**config.mk**
```make
export PLATFORM = sky130hd
export DESIGN_NAME = mpu_alu_arb_flat
export DESIGN_NICKNAME = d
export VERILOG_FILES = /design/src/rtl/mpu_alu_arb_if.sv /design/src/rtl/mpu_alu_arb.sv /design/src/flat_wrapper.sv
export SDC_FILE = /design/constraint.sdc
export NUM_CORES = 1
export LEC_CHECK = 0
export ABC_AREA = 1
export BUFFER_PORTS_ARGS = -buffer_cell sky130_fd_sc_hd__buf_2
export CORE_AREA = 5 5 560 562
export CTS_BUF_LIST = sky130_fd_sc_hd__clkbuf_8
export CTS_CLUSTER_DIAMETER = 50
export DETAILED_ROUTE_END_ITERATION = 10
export DIE_AREA = 0 0 565 567
export HOLD_SLACK_MARGIN = 0.06
export PLACE_DENSITY = 0.3
export SYNTH_ARGS = -nofsm -noshare
export SYNTH_HDL_FRONTEND = slang
export SYNTH_SLANG_ARGS = --single-unit
```
**constraint.sdc**
```tcl
create_clock -name sys_clk -period 8.7 [get_ports sys_clk]
set_clock_uncertainty 0.05 [all_clocks]
set_input_delay 0.87 -clock sys_clk [delete_from_list [all_inputs] [get_ports sys_clk]]
set_output_delay 0.87 -clock sys_clk [all_outputs]
set_load 0.005 [all_outputs]
```
**src/rtl/mpu_alu_arb_if.sv**
```systemverilog
// Signal bundle between the MPU check engines, the shared-ALU arbiter and the ALU.
// Requesters use master, the arbiter uses slave, the ALU instance uses alu.
interface mpu_alu_arb_if #(
    parameter int N  = 4,
    parameter int IW = 2
);
    logic [N-1:0]      req;
    logic [2*N-1:0]    req_size;
    logic [4*N-1:0]    req_op;
    logic [64*N-1:0]   req_a;
    logic [64*N-1:0]   req_b;
    logic [64*N-1:0]   req_m0;
    logic [64*N-1:0]   req_m1;
    logic [N-1:0]      ack;
    logic [63:0]       res;
    logic [7:0]        flags;
    logic              busy;
    logic [IW-1:0]     gnt_id;
    logic [1:0]        alu_size;
    logic [3:0]        alu_op;
    logic [63:0]       alu_a;
    logic [63:0]       alu_b;
    logic [63:0]       alu_m0;
    logic [63:0]       alu_m1;
    logic [63:0]       alu_res;
    logic [7:0]        alu_flags;

    modport slave (
        input  req, req_size, req_op, req_a, req_b, req_m0, req_m1,
        output ack, res, flags, busy, gnt_id,
        output alu_size, alu_op, alu_a, alu_b, alu_m0, alu_m1,
        input  alu_res, alu_flags
    );

    modport master (
        output req, req_size, req_op, req_a, req_b, req_m0, req_m1,
        input  ack, res, flags, busy, gnt_id
    );

    modport alu (
        input  alu_size, alu_op, alu_a, alu_b, alu_m0, alu_m1,
        output alu_res, alu_flags
    );
endinterface

```
**src/rtl/mpu_alu_arb.sv**
```systemverilog
// Round-robin arbiter sharing one combinational MPU check ALU among N requesters.
// Each operation runs IDLE (grant + operand capture) -> EXEC (ALU settles) -> ACK (one-cycle pulse).
module mpu_alu_arb #(
    parameter int N  = 4,
    parameter int IW = 2
) (
    input  logic         sys_clk,
    input  logic         sys_rst_n,
    mpu_alu_arb_if.slave bus
);
    typedef enum logic [1:0] {
        IDLE = 2'd0,
        EXEC = 2'd1,
        ACK  = 2'd2
    } state_e;

    state_e        state_q, state_d;
    logic [IW-1:0] last_q, last_d;
    logic [IW-1:0] gnt_id_q, gnt_id_d;
    logic [N-1:0]  ack_q, ack_d;
    logic [63:0]   res_q, res_d;
    logic [7:0]    flags_q, flags_d;
    logic [1:0]    alu_size_q, alu_size_d;
    logic [3:0]    alu_op_q, alu_op_d;
    logic [63:0]   alu_a_q, alu_a_d;
    logic [63:0]   alu_b_q, alu_b_d;
    logic [63:0]   alu_m0_q, alu_m0_d;
    logic [63:0]   alu_m1_q, alu_m1_d;

    logic          found;
    logic [IW-1:0] win;
    logic [IW-1:0] cand;

    // Scan starts one past the last grantee and wraps at N, so every held req wins within N rounds.
    always_comb begin
        found = 1'b0;
        win   = '0;
        cand  = last_q;
        for (int off = 0; off < N; off++) begin
            cand = (cand == IW'(N - 1)) ? '0 : cand + IW'(1);
            if (!found && bus.req[cand]) begin
                found = 1'b1;
                win   = cand;
            end
        end
    end

    always_comb begin
        state_d    = state_q;
        last_d     = last_q;
        gnt_id_d   = gnt_id_q;
        ack_d      = '0;
        res_d      = res_q;
        flags_d    = flags_q;
        alu_size_d = alu_size_q;
        alu_op_d   = alu_op_q;
        alu_a_d    = alu_a_q;
        alu_b_d    = alu_b_q;
        alu_m0_d   = alu_m0_q;
        alu_m1_d   = alu_m1_q;

        unique case (state_q)
            IDLE: begin
                if (found) begin
                    gnt_id_d = win;
                    for (int i = 0; i < N; i++) begin
                        if (IW'(i) == win) begin
                            alu_size_d = bus.req_size[2*i +: 2];
                            alu_op_d   = bus.req_op[4*i +: 4];
                            alu_a_d    = bus.req_a[64*i +: 64];
                            alu_b_d    = bus.req_b[64*i +: 64];
                            alu_m0_d   = bus.req_m0[64*i +: 64];
                            alu_m1_d   = bus.req_m1[64*i +: 64];
                        end
                    end
                    state_d = EXEC;
                end
            end
            EXEC: begin
                res_d            = bus.alu_res;
                flags_d          = bus.alu_flags;
                ack_d[gnt_id_q]  = 1'b1;
                last_d           = gnt_id_q;
                // Parking the ALU on op 0 keeps its result at zero outside evaluation.
                alu_op_d         = '0;
                state_d          = ACK;
            end
            ACK: begin
                state_d = IDLE;
            end
            default: begin
                state_d = IDLE;
            end
        endcase
    end

    always_ff @(posedge sys_clk or negedge sys_rst_n) begin
        if (!sys_rst_n) begin
            state_q    <= IDLE;
            last_q     <= IW'(N - 1);
            gnt_id_q   <= '0;
            ack_q      <= '0;
            res_q      <= '0;
            flags_q    <= '0;
            alu_size_q <= '0;
            alu_op_q   <= '0;
            alu_a_q    <= '0;
            alu_b_q    <= '0;
            alu_m0_q   <= '0;
            alu_m1_q   <= '0;
        end else begin
            state_q    <= state_d;
            last_q     <= last_d;
            gnt_id_q   <= gnt_id_d;
            ack_q      <= ack_d;
            res_q      <= res_d;
            flags_q    <= flags_d;
            alu_size_q <= alu_size_d;
            alu_op_q   <= alu_op_d;
            alu_a_q    <= alu_a_d;
            alu_b_q    <= alu_b_d;
            alu_m0_q   <= alu_m0_d;
            alu_m1_q   <= alu_m1_d;
        end
    end

    assign bus.ack      = ack_q;
    assign bus.res      = res_q;
    assign bus.flags    = flags_q;
    assign bus.busy     = (state_q != IDLE);
    assign bus.gnt_id   = gnt_id_q;
    assign bus.alu_size = alu_size_q;
    assign bus.alu_op   = alu_op_q;
    assign bus.alu_a    = alu_a_q;
    assign bus.alu_b    = alu_b_q;
    assign bus.alu_m0   = alu_m0_q;
    assign bus.alu_m1   = alu_m1_q;
endmodule

```
**src/flat_wrapper.sv**
```systemverilog
// flat-port wrapper written by rule: the top's interface ports become plain ports
module mpu_alu_arb_flat 
#(
    parameter int N  = 4,
    parameter int IW = 2
)
  (sys_clk, sys_rst_n, bus_req, bus_req_size, bus_req_op, bus_req_a, bus_req_b, bus_req_m0, bus_req_m1, bus_ack, bus_res, bus_flags, bus_busy, bus_gnt_id, bus_alu_size, bus_alu_op, bus_alu_a, bus_alu_b, bus_alu_m0, bus_alu_m1, bus_alu_res, bus_alu_flags);
  mpu_alu_arb_if #(.N(N), .IW(IW)) bus_i ();
  input  logic sys_clk;
  input  logic sys_rst_n;
  input wire logic [$bits(bus_i.req)-1:0] bus_req;
  input wire logic [$bits(bus_i.req_size)-1:0] bus_req_size;
  input wire logic [$bits(bus_i.req_op)-1:0] bus_req_op;
  input wire logic [$bits(bus_i.req_a)-1:0] bus_req_a;
  input wire logic [$bits(bus_i.req_b)-1:0] bus_req_b;
  input wire logic [$bits(bus_i.req_m0)-1:0] bus_req_m0;
  input wire logic [$bits(bus_i.req_m1)-1:0] bus_req_m1;
  output wire logic [$bits(bus_i.ack)-1:0] bus_ack;
  output wire logic [$bits(bus_i.res)-1:0] bus_res;
  output wire logic [$bits(bus_i.flags)-1:0] bus_flags;
  output wire logic [$bits(bus_i.busy)-1:0] bus_busy;
  output wire logic [$bits(bus_i.gnt_id)-1:0] bus_gnt_id;
  output wire logic [$bits(bus_i.alu_size)-1:0] bus_alu_size;
  output wire logic [$bits(bus_i.alu_op)-1:0] bus_alu_op;
  output wire logic [$bits(bus_i.alu_a)-1:0] bus_alu_a;
  output wire logic [$bits(bus_i.alu_b)-1:0] bus_alu_b;
  output wire logic [$bits(bus_i.alu_m0)-1:0] bus_alu_m0;
  output wire logic [$bits(bus_i.alu_m1)-1:0] bus_alu_m1;
  input wire logic [$bits(bus_i.alu_res)-1:0] bus_alu_res;
  input wire logic [$bits(bus_i.alu_flags)-1:0] bus_alu_flags;
  assign bus_i.req = bus_req;
  assign bus_i.req_size = bus_req_size;
  assign bus_i.req_op = bus_req_op;
  assign bus_i.req_a = bus_req_a;
  assign bus_i.req_b = bus_req_b;
  assign bus_i.req_m0 = bus_req_m0;
  assign bus_i.req_m1 = bus_req_m1;
  assign bus_ack = bus_i.ack;
  assign bus_res = bus_i.res;
  assign bus_flags = bus_i.flags;
  assign bus_busy = bus_i.busy;
  assign bus_gnt_id = bus_i.gnt_id;
  assign bus_alu_size = bus_i.alu_size;
  assign bus_alu_op = bus_i.alu_op;
  assign bus_alu_a = bus_i.alu_a;
  assign bus_alu_b = bus_i.alu_b;
  assign bus_alu_m0 = bus_i.alu_m0;
  assign bus_alu_m1 = bus_i.alu_m1;
  assign bus_i.alu_res = bus_alu_res;
  assign bus_i.alu_flags = bus_alu_flags;
  mpu_alu_arb #(.N(N), .IW(IW)) u_core (.sys_clk(sys_clk), .sys_rst_n(sys_rst_n), .bus(bus_i));
endmodule
```
* Word level (Yosys, flattened, before mapping)
Cells that the tools add are included.
** Cells by class
- Order comparisons :: 6
- Equal/unequal tests :: 10
- Add/sub/neg operators :: 4
- Mux-type cells :: 51
- Reductions and logical operators :: 15
** Operators by type and width (count)
- 2-to-1 mux 64 bit :: 16
- 2-to-1 mux 2 bit :: 13
- 2-to-1 mux 4 bit :: 6
- < comparator 2 x 3 -> 1 bit, second input constant :: 5
- 2-to-1 mux 1 bit :: 9
- adder 2 x 1 -> 2 bit, second input constant :: 4
- binary-select mux 1 bit (select 2 bit) :: 4
- == test 2 bit, second input constant :: 4
- case mux 4 bit (2 select lines) :: 1
- AND reduction 3 bit :: 2
- inequality test 5 x 1 -> 1 bit, second input constant :: 1
- == test 2 bit, first input constant :: 2
- logical AND 1 bit :: 4
- logical NOT 2 bit :: 2
- case mux 2 bit (2 select lines) :: 1
- nonzero test 2 bit :: 2
- nonzero test 4 bit :: 1
- logical NOT 1 bit :: 3
- demux 1 bit (select 2 bit) :: 1
- == test 1 x 2 -> 1 bit, first input constant :: 1
- == test 2 x 1 -> 1 bit, second input constant :: 1
- greater-or-equal comparator 2 x 1 -> 1 bit, second input constant :: 1
- inequality test 2 x 1 -> 1 bit, second input constant :: 1
- AND reduction 2 bit :: 1
** Word-level totals
- Output and inout port bits :: 341
- Input bits :: 1126
- Word-level logic and storage cells :: 98
- Register bits after elaboration :: 344

* Logic depth before layout (Yosys ltp)
- Depth in word-level cells :: 21
- Mapped depth :: 22
- Gate-level depth less buffers :: 18

* Least setup slack after synthesis
No wires, ideal clock.
- Kind :: flip-flop to flip-flop
- Start :: register u_core.last_q[0]
- End :: register u_core.alu_m0_q[47], in the netlist u_core.bus.alu_m0[47]
- Path buffers :: 3
- Arrival time :: 3037 ps
- Setup time :: 116 ps
- Path slack :: 5496 ps
- Stages on the path, launching flop included :: 20
- Path through :: dfstp_2 ha_1 inv_1 nand2_1 nand2_1 nand2_1 nand2_2 nand3_2 nor2_1 nand2_1 nand2_1 ha_1 clkbuf_1 clkbuf_1 buf_2 mux2_2 mux2i_1 o21ai_0 nand2_1 nand2_1
** On the way
- Word-level cells in the longest chain between the ends :: 18
** RTL lines
- start, declared :: line mpu_alu_arb.sv:18 : logic [IW-1:0] last_q, last_d;
- start signal, assigned :: line mpu_alu_arb.sv:100 : last_q <= IW'(N - 1);
- start signal, assigned :: line mpu_alu_arb.sv:113 : last_q <= last_d;
- adder 2 x 1 -> 2 bit or == test 2 bit (tied branches) :: line mpu_alu_arb.sv:40 : cand = (cand == IW'(N - 1)) ? '0 : cand + IW'(1);
- 2-to-1 mux 2 bit (*) :: line mpu_alu_arb.sv:40
- branches (longest 11 deep; another with adder 2 x 1 -> 2 bit)
- 2-to-1 mux 2 bit (*) :: line mpu_alu_arb.sv:41 : if (!found && bus.req[cand]) begin
- named net u_core.win[0] :: line mpu_alu_arb.sv:31 : logic [IW-1:0] win;
- == test 1 x 2 -> 1 bit :: line mpu_alu_arb.sv:67 : if (IW'(i) == win) begin
- 2-to-1 mux 64 bit (3 in a row) :: line mpu_alu_arb.sv:67
- end signal, assigned :: line mpu_alu_arb.sv:122 : alu_m0_q <= alu_m0_d;
- end, declared :: line mpu_alu_arb.sv:27 : logic [63:0] alu_m0_q, alu_m0_d;
Mark *: on every way through the listed nets, which the timed path passes. The select of a mux whose other input is x is not followed.
A chain may end at the register's enable or synchronous reset.

* Worst setup path in the final report
- Start :: register u_core.last_q[0]
- End :: register u_core.alu_m1_q[57], in the netlist u_core.bus.alu_m1[57]
** On the way
- Word-level cells in the longest chain between the ends :: 18
** RTL lines
- adder 2 x 1 -> 2 bit or == test 2 bit (tied branches) :: line mpu_alu_arb.sv:40
- 2-to-1 mux 2 bit (*) :: line mpu_alu_arb.sv:40
- branches (longest 11 deep; another with adder 2 x 1 -> 2 bit)
- 2-to-1 mux 2 bit (*) :: line mpu_alu_arb.sv:41
- named net u_core.win[0] :: line mpu_alu_arb.sv:31
- == test 1 x 2 -> 1 bit :: line mpu_alu_arb.sv:67
- 2-to-1 mux 64 bit (3 in a row) :: line mpu_alu_arb.sv:67
- end signal, assigned :: line mpu_alu_arb.sv:123 : alu_m1_q <= alu_m1_d;
- end, declared :: line mpu_alu_arb.sv:28 : logic [63:0] alu_m1_q, alu_m1_d;
Marks and branches as above.

==> results.yml <==
synth:
  yosysSeqAreaShare_pct: 39.6
  synthesis.area_um2: 21800
  ys_types: 26
  ys_warn_count: 0
  synthTopCellsByArea: "dfrtp_1 (39%), nand2_1 (23%), mux2_2 (13%)"
  netlist_instances: 2702
  synth_fp_nets: 3833
  yosysTopAreaCellShare_pct: 39.3
  syn_avg_cell_area_um2: 8.05
  synth.largest_area_cell: "dfrtp_1"
  ys_ff_latch: 344
clock_tree:
  cts_tree: "done"
  clk_latency_ns: 0.87
  clk_pin_slew_ns: 0.05
  cts_buffers: 96
  h-tree-depth: 3
  ctsResizeCount: 0
  cts_setup_buffers: 0
  ctsHoldBuffers: 68
  cts_root_buf: "clkbuf_8"
  clock_path_buffers: 4
  numClockSinks: 344
final_layout:
  final_common_cell: "buf_2"
  fill_cells: 36000
  post-route-util_pct: 11.9
  multi_input_area_um2: 12100
  final_cell_mix: "buf_2 (1465), nand2_1 (1313), dfrtp_1 (342), mux2i_1 (262), mux2_2 (258)"
  nets: 5311
  area.sequential_um2: 8610
  area_growth_pct: 68.7
  drive_gt1_share_pct: 45.2
critical_path:
  worst_path_max_delay_cell: "buf_4"
  regToRegStartpoint: "u_core.last_q[0]$_DFFE_PN1P_"
  cp-end-kind: "flop"
  cp_common_cell: "nand2_1"
  cp_top_family: "simple AND/OR/NAND/NOR gates"
  worstPathMaxFanout: 93
  regToRegSetupSlack_ns: 3.50
  crit_cells: 17
  r2r_cells: 17
  path_buf_inv: 3
  crit_required_ns: 9.33
  worstSetupStartpointType: "flop"
  critPathArrivalTime_ns: 5.83
  reg2reg_to: "u_core.bus.alu_m1[57]$_DFFE_PN0P_"
  crit_chain: "ha_1 > nor2_1 > nand2_1 > nand3_1 > nand2_2 > nand3_1 > nand2_1 > nor2_1 > nand2_1 > inv_1 > ha_4 > buf_12 > buf_4 > mux2i_1 > o21ai_0 > nand2_1 > nand2_1"
  startpoint: "u_core.last_q[0]$_DFFE_PN1P_"
  path_class: "flop to flop"
  slowest_delay_ns: 0.66
sta:
  max_freq_ghz: 0.192
  worst_slack_ns: 3.50
  drv_slew: 0
  setup_viol: 0
  hold_ws_ns: 0.231
  slew_headroom_pct: 18.8
  setup_tns_ns: 0
  final_hold_viol_count: 0
  period_needed_ns: 5.20
  rsz0062_at_grt: "false"
  worstMarginPinSlew_ns: 1.22
  fin_crit_sh_pct: 59.8
floorplanning:
  core-area_um2: 308000
  die_w_um: 565
  placementRows: 204
  die_h_um: 567
  start_util_pct: 7.07
  dieArea_um2: 320000
  io_pins: 1467
placed_design:
  dp_hpwl_um: 167000
  place_congestion: 0.887
  dp_slack_ns: 3.68
  io_buffers: 1466
global_route:
  grt_pass1_wl_um: 252000
  grt_overflow: 0
  groute.usage.overall_pct: 11.5
  antenna_found_initial: 160
  grt_pass1_vias: 26400
  grt_max_degree: 180
drt:
  via_count: 25800
  drc_errors: 0
  drt-initial-drc-count: 1252
  antenna_left: 0
  via_per_inst: 3.06
  wl_per_cell_um: 23.1
  routed_wl_um: 195000
  dr.pass1.iters: 5
worst_hold_path:
  hold_depth: 3
  min_from: "bus_alu_res[26]"
  hold_class: "input port to flop"
  holdPathEnd: "u_core.bus.res[26]$_DFFE_PN0P_"
pwr:
  power_mw: 19.7
  cellLeakagePower_nw: 17.6
  max-vdd-ir-drop_uv: 490
  pwr_density_cell_nw_per_um2: 537
outcome:
  status: "complete, no violations"
run:
  max_cap_violations: 0
flip-flops by register name, summed over array words and instances (netlist names):
name / flops
u_core.bus.alu_m0: 64
u_core.bus.alu_a: 64
u_core.bus.flags: 8
u_core.bus.res: 64
u_core.last_q: 2
u_core.bus.gnt_id: 2
u_core.bus.ack: 4
u_core.bus.alu_size: 2
u_core.bus.alu_op: 4
u_core.state_q: 2
u_core.bus.alu_b: 64
u_core.bus.alu_m1: 64
tightest hold or removal path, delay by kind of cell:
family                 cells  cell delay, ns
buffers and inverters      1            0.10
AND/OR/NAND/NOR            2            0.13
report_power, final:
part	switching (mW)	leakage, nW	internal (mW)
Combinational	8.85	12.2	5.18
Clock	1.00	1.18	1.58
Sequential	0.579	4.25	2.50
cell usage after synthesis:
library cell     n
inv_2            1
ha_1             5
nand2_2          4
a31oi_1          1
buf_2           70
nand4_1          1
nor2_1          12
mux2i_1        262
nand3b_1         1
nand3_2          1
nand2_1       1313
nor3_1           1
dfstp_2          2
clkbuf_1        85
nand3_1         14
nor2_8           1
buf_6           22
dfrtp_1        342
inv_1           18
inv_4            1
o21ai_0        268
nor2_4           1
buf_1           11
buf_4            2
mux2_2         258
a21oi_1          5
stage by stage:
step,std cells,area (um^2)
after global routing,8379,36600
after CTS,8366,36600
after detailed placement,8134,33700
after floorplan,2702,21800
after global placement,8134,33700
final,8417,36700
kinds of logic after synthesis:
kind of cell	count (synthesis)	synth area share [%]
adder cells (fa/ha/maj)	5	0.288
buffers and inverters	210	4.83
AND/OR/NAND/NOR	1349	23.6
AO/OA/AOI/OAI	274	6.31
flip-flops	344	39.6
multiplexers	520	25.4
area by class of cell:
type	count	share of cell area, %
antenna	51	0.348
clock buffer	112	4.20
clock inverter	52	1.67
inverter	20	0.239
multi-input combinational	2148	33.1
sequential	344	23.5
tap	4120	14.0
timing repair buffer	1570	23.0
per-layer routing:
metal  track usage (%)  part of all wire (%)  up-vias
li1                  -                     -    11900
met2              18.8                    46     1294
met3              4.20                   9.3      388
met4              2.44                   2.2      110
met5                 0                  0.37        -
met1              14.5                    43    12100
worst max-delay path by stage:
stage | endpoint
floorplan | u_core.bus.alu_m0[47]$_DFFE_PN0P_
global placement | u_core.bus.alu_m0[63]$_DFFE_PN0P_
detailed placement | u_core.bus.alu_a[43]$_DFFE_PN0P_
CTS | u_core.bus.alu_a[43]$_DFFE_PN0P_
global route | u_core.bus.alu_m1[59]$_DFFE_PN0P_
finish | u_core.bus.alu_m1[57]$_DFFE_PN0P_
(Power assumes the default switching activity.)
